[config.mk]
export PLATFORM = sky130hd
export DESIGN_NAME = fix_field_extractor
export DESIGN_NICKNAME = d
export VERILOG_FILES = /design/src/rtl/fix_field_extractor.sv
export SDC_FILE = /design/constraint.sdc
export NUM_CORES = 1
export LEC_CHECK = 0
export BUFFER_PORTS_ARGS = -buffer_cell sky130_fd_sc_hd__buf_2
export CORE_MARGIN = 10
export CORE_UTILIZATION = 60
export DETAILED_ROUTE_END_ITERATION = 8
export PLACE_DENSITY = 0.9
export SYNTH_ARGS = -nofsm -noshare
export SYNTH_HDL_FRONTEND = slang
export SYNTH_SLANG_ARGS = --single-unit
[constraint.sdc]
create_clock -name clk -period 7.3 [get_ports clk]
set_clock_uncertainty 0.1 [all_clocks]
set_input_delay 1.095 -clock clk [delete_from_list [all_inputs] [get_ports clk]]
set_output_delay 1.095 -clock clk [all_outputs]
set_load 0.01 [all_outputs]
[src/rtl/fix_field_extractor.sv]
// FIX tag=value field splitter: parses an SOH-delimited byte stream into
// per-field records and verifies the tag-10 checksum against the running sum.
module fix_field_extractor #(
    parameter int         TAG_DIGITS = 5,
    parameter int         VAL_BYTES  = 32,
    parameter logic [7:0] SOH        = 8'h01
) (
    input  logic                           clk,
    input  logic                           rst,
    input  logic                           in_valid,
    input  logic [7:0]                     in_data,
    output logic                           in_ready,
    output logic                           out_valid,
    input  logic                           out_ready,
    output logic [31:0]                    out_tag,
    output logic [8*VAL_BYTES-1:0]         out_value,
    output logic [$clog2(VAL_BYTES+1)-1:0] out_len,
    output logic                           out_first,
    output logic                           out_last,
    output logic                           out_cksum_ok,
    output logic                           out_err
);

    localparam int LW = $clog2(VAL_BYTES + 1);
    localparam int DW = $clog2(TAG_DIGITS + 1);
    localparam int VW = 8 * VAL_BYTES;

    typedef enum logic [1:0] {
        S_TAG,
        S_VALUE,
        S_SKIP
    } state_t;

    state_t state_q, state_d;

    logic [31:0]   tag_q, tag_d;
    logic [DW-1:0] dig_q, dig_d;
    logic [VW-1:0] val_q, val_d;
    logic [LW-1:0] len_q, len_d;
    logic [7:0]    fsum_q, fsum_d;
    logic [7:0]    run_q, run_d;

    logic          out_valid_q, out_valid_d;
    logic [31:0]   out_tag_q, out_tag_d;
    logic [VW-1:0] out_value_q, out_value_d;
    logic [LW-1:0] out_len_q, out_len_d;
    logic          out_first_q, out_first_d;
    logic          out_last_q, out_last_d;
    logic          out_ok_q, out_ok_d;
    logic          out_err_q, out_err_d;

    logic accept;
    logic is_soh;
    logic is_eq;
    logic is_digit;
    logic emit;

    assign in_ready = !(out_valid_q && !out_ready);
    assign accept   = in_valid && in_ready;
    assign is_soh   = (in_data == SOH);
    assign is_eq    = (in_data == 8'h3D);
    assign is_digit = (in_data >= 8'h30) && (in_data <= 8'h39);
    assign emit     = accept && is_soh;

    // Record classification for the field currently being closed
    logic          rec_err;
    logic          rec_first;
    logic          rec_last;
    logic          rec_ok;
    logic [VW+23:0] val_ext;
    logic [7:0]    b2, b1, b0;
    logic          all_dig;
    logic [9:0]    dec;

    assign val_ext   = {24'd0, val_q};
    assign b2        = val_ext[23:16];
    assign b1        = val_ext[15:8];
    assign b0        = val_ext[7:0];
    assign all_dig   = (b2 >= 8'h30) && (b2 <= 8'h39)
                    && (b1 >= 8'h30) && (b1 <= 8'h39)
                    && (b0 >= 8'h30) && (b0 <= 8'h39);
    assign dec       = 10'(b2[3:0]) * 10'd100
                     + 10'(b1[3:0]) * 10'd10
                     + 10'(b0[3:0]);
    assign rec_err   = (state_q != S_VALUE);
    assign rec_first = !rec_err && (tag_q == 32'd8);
    assign rec_last  = !rec_err && (tag_q == 32'd10);
    assign rec_ok    = rec_last && (len_q == LW'(3)) && all_dig
                    && (dec == {2'b00, run_q});

    always_ff @(posedge clk) begin
        if (rst) begin
            state_q <= S_TAG;
        end else begin
            state_q <= state_d;
        end
    end

    always_comb begin
        state_d = state_q;
        if (accept) begin
            unique case (state_q)
                S_TAG: begin
                    if (is_soh) begin
                        state_d = S_TAG;
                    end else if (is_eq) begin
                        state_d = (dig_q == '0) ? S_SKIP : S_VALUE;
                    end else if (is_digit && dig_q != DW'(TAG_DIGITS)) begin
                        state_d = S_TAG;
                    end else begin
                        state_d = S_SKIP;
                    end
                end
                S_VALUE: begin
                    if (is_soh) begin
                        state_d = S_TAG;
                    end else if (len_q == LW'(VAL_BYTES)) begin
                        state_d = S_SKIP;
                    end
                end
                S_SKIP: begin
                    if (is_soh) begin
                        state_d = S_TAG;
                    end
                end
                default: state_d = S_TAG;
            endcase
        end
    end

    always_comb begin
        tag_d       = tag_q;
        dig_d       = dig_q;
        val_d       = val_q;
        len_d       = len_q;
        fsum_d      = fsum_q;
        run_d       = run_q;
        out_valid_d = out_valid_q && !out_ready;
        out_tag_d   = out_tag_q;
        out_value_d = out_value_q;
        out_len_d   = out_len_q;
        out_first_d = out_first_q;
        out_last_d  = out_last_q;
        out_ok_d    = out_ok_q;
        out_err_d   = out_err_q;
        if (accept) begin
            fsum_d = fsum_q + in_data;
        end
        if (emit) begin
            out_valid_d = 1'b1;
            out_tag_d   = tag_q;
            out_value_d = val_q;
            out_len_d   = len_q;
            out_first_d = rec_first;
            out_last_d  = rec_last;
            out_ok_d    = rec_ok;
            out_err_d   = rec_err;
            tag_d       = '0;
            dig_d       = '0;
            val_d       = '0;
            len_d       = '0;
            fsum_d      = '0;
            // A tag-8 field restarts the sum with its own bytes and SOH
            run_d = (rec_first ? 8'd0 : run_q) + fsum_q + in_data;
        end else if (accept && state_q == S_TAG && is_digit
                     && dig_q != DW'(TAG_DIGITS)) begin
            tag_d = tag_q * 32'd10 + 32'(in_data[3:0]);
            dig_d = dig_q + DW'(1);
        end else if (accept && state_q == S_VALUE
                     && len_q != LW'(VAL_BYTES)) begin
            val_d = (val_q << 8) | VW'(in_data);
            len_d = len_q + LW'(1);
        end
    end

    always_ff @(posedge clk) begin
        if (rst) begin
            tag_q       <= '0;
            dig_q       <= '0;
            val_q       <= '0;
            len_q       <= '0;
            fsum_q      <= '0;
            run_q       <= '0;
            out_valid_q <= 1'b0;
            out_tag_q   <= '0;
            out_value_q <= '0;
            out_len_q   <= '0;
            out_first_q <= 1'b0;
            out_last_q  <= 1'b0;
            out_ok_q    <= 1'b0;
            out_err_q   <= 1'b0;
        end else begin
            tag_q       <= tag_d;
            dig_q       <= dig_d;
            val_q       <= val_d;
            len_q       <= len_d;
            fsum_q      <= fsum_d;
            run_q       <= run_d;
            out_valid_q <= out_valid_d;
            out_tag_q   <= out_tag_d;
            out_value_q <= out_value_d;
            out_len_q   <= out_len_d;
            out_first_q <= out_first_d;
            out_last_q  <= out_last_d;
            out_ok_q    <= out_ok_d;
            out_err_q   <= out_err_d;
        end
    end

    assign out_valid    = out_valid_q;
    assign out_tag      = out_tag_q;
    assign out_value    = out_value_q;
    assign out_len      = out_len_q;
    assign out_first    = out_first_q;
    assign out_last     = out_last_q;
    assign out_cksum_ok = out_ok_q;
    assign out_err      = out_err_q;

endmodule

==> results.cfg <==
[clock_tree]
cts_made_buffers = 58
clk_pin_slew_ps = 60
postCtsHoldBufs = 0
clock-root-buffer = clkbuf_16
post_cts_resized = 0
clkLatencyLatePin_ps = 620
cts.sinks = 614
cts-htree-levels = 2
clk_path_buf_depth = 3
cts_tree = done
postCtsSetupRepairBufs = 0

[pwr]
finalPower_mw = 6.68
vdd_drop_max_v = 0.000187
power.density_mw_per_mm2 = 232
p_leak_nw = 11.1

[placement]
preCtsSetupSlack_ps = 3240
port-buffer-count = 311
gp_congestion = 0.920
placed_cells = 3821
hpwl_um = 43900

[cells_and_area]
n_fill_cell = 3032
antenna_cells = 0
final_cells = 3927
fin_nets = 3481
area_delta_synth_final_pct = 14.6
drive_gt1_share_pct = 13.0

[synth]
ys_dominant_reg_cell = dfxtp_1
synth-edff-count = 0
syn_avg_cell_area_sq_um = 7.92
ys_warn_count = 0
synth_seq_cells = 614
synthTopCellsByArea = dfxtp_1 49%, nand2_1 17%, a21oi_1 12%
synth_nets = 3299
synthCells = 3167
yosysTopAreaCell = dfxtp_1
synth_seq_area_share_pct = 49.0
netlist_area_sq_mm = 0.0251
yosys.area.top_type_share_pct = 49.0
synthArstFlopShare_pct = 0
synth.distinct_cells = 60

[critical_path]
cp_data_arrival_time_ps = 4540
end_kind = flop
critical_path.max_fanout = 10
path_class = flop to flop
critPathRequiredTime_ps = 7690
reg2reg_slack_ps = 3150
start_kind = flop

[drt]
vias = 22700
drtAntennaViolNets = 0
post-route-drc-count = 0
firstDrtPassIters = 5
wl_per_cell_um = 17.5
drtIter0Drc = 2221
drt-vias-per-instance = 5.77
routed_wl_um = 68500

[die]
coreArea_sq_mm = 0.0411
rows = 74
die_y_um = 224
io_pins = 312
dieArea_sq_mm = 0.0504
dieWidth_um = 224
start_util_pct = 61.0

[timing]
hold_viol_final = 0
min_period_ps = 4150
finalCritPeriodShare_pct = 56.9
rsz0062_at_grt = false
setup_viol = 0
drv_slew = 0
max_slew_margin_pct = 17.0
timing.fmax_ghz = 0.241
fin_setup_tns_ps = 0
worst_slack_ps = 3150
worstMarginPinSlew_ps = 1250

[grt]
grt_max_degree = 241
grt_util_all_layers_pct = 26.0
antenna_found_initial = 0
grt_pass1_vias = 21100
grt_pass1_wl_um = 109000
grt_overflow_total = 0

[worst_hold_path]
worstHoldPathType = flop to flop

[run_status]
status = finished clean

[job]
max_cap_viol_count = 0
power by group:
group / internal, mW / total, mW / switching (mW)
registers: 3.36 / 3.37 / 0.0112
logic: 0.0550 / 0.176 / 0.121
clock network: 1.82 / 3.13 / 1.31
cells by family (layout without fill, tap and decap cells):
| kind of cell | Yosys count | in the layout | share of synthesized area (%) |
|---|---|---|---|
| AND/OR/NAND/NOR | 1365 | 1365 | 21.9 |
| AO/OA/AOI/OAI | 736 | 736 | 15.6 |
| multiplexers | 10 | 10 | 0.399 |
| flip-flops | 614 | 614 | 49.0 |
| XOR/XNOR | 87 | 87 | 3.04 |
| buffers and inverters | 235 | 463 | 3.54 |
| adder cells (fa/ha/maj) | 120 | 120 | 6.47 |
Yosys cell counts, drive strengths merged (18+ instances only):
master,instances
dfxtp,614
nor2b,18
xor2,32
nor4,18
nor2,76
a211oi,23
xnor2,55
buf,18
nand3,23
a21oi,621
o21ai,42
ha,104
clkbuf,185
nand2,1167
inv,32
metal layers:
metal | vias to the layer above | track usage (%) | wire length [um]
li1 | 10800 | - | -
met1 | 10700 | 32.2 | 27700
met2 | 965 | 43.2 | 32600
met3 | 214 | 4.72 | 5030
met4 | 0 | 12.6 | 3250
met5 | - | 0 | 0
cell usage in the layout (no fill, tap or decap), types with 8 or more instances in the layout:
cell          n
inv_1        32
a21o_1       14
clkbuf_8     12
dfxtp_1     614
xor2_1       32
clkbuf_16    59
clkbuf_1     11
xnor2_1      55
buf_4         8
nand4_1      11
o21ai_0      36
buf_2       310
nand3_1      23
nor3_1        9
nand2_1    1167
a21oi_1     620
fa_1         16
nor2b_1      18
a211oi_1     21
nor4_1       14
mux2i_1      10
clkinv_2     12
nor2_1       74
ha_1        104
stage by stage:
step           hold slack (ps)  area, sq um  util, %
3_3_place_gp               339        26800     65.1
6_report                   350        28700     69.9
2_1_floorplan              332        25100        -
5_1_grt                    366        28700     69.9
4_1_cts                    351        28700     69.9
3_5_place_dp               343        26800     65.1
path summary, 6_finish.rpt:
path / from / end / cells past startpoint
worst min-delay path: val_q[250]$_SDFFE_PP0P_ / out_value[250]$_SDFFE_PP0P_ / 2
worst min register to register: val_q[250]$_SDFFE_PP0P_ / out_value[250]$_SDFFE_PP0P_ / 2
worst max-delay path: tag_q[24]$_SDFFE_PP0P_ / run_q[7]$_SDFFE_PP0P_ / 16
worst max register to register: tag_q[24]$_SDFFE_PP0P_ / run_q[7]$_SDFFE_PP0P_ / 16
flip-flops by register name (all words and copies together) (netlist names), 2 cells and up:
register   cells
val_q        256
out_len        6
dig_q          3
out_tag       32
out_value    256
len_q          6
tag_q         32
run_q          8
state_q        2
fsum_q         8
worst max-delay path: stages, from the launching register on:
cell	delay, ps
dfxtp_1	360
nor4_1	490
nand4_1	200
nor4_1	300
buf_4	220
nor2b_1	80
fa_1	430
ha_1	240
fa_1	400
a21o_1	190
a21oi_1	220
o21bai_1	90
a21oi_1	170
xnor2_1	150
o21ai_0	110
a22oi_1	190
nor2_1	60
final cells by class:
cell class              instances  area (sq um)  share of cell area [%]
inverters                      32           120                   0.418
flip-flops and latches        614         12300                    42.8
well taps                     532           666                    2.32
multi-input cells            2318         11900                    41.5
repair buffers                325          1750                    6.08
clock buffers                  82          1680                    5.86
clock inverters                24           304                    1.06
No activity file was read; power rests on OpenSTA's default activity.
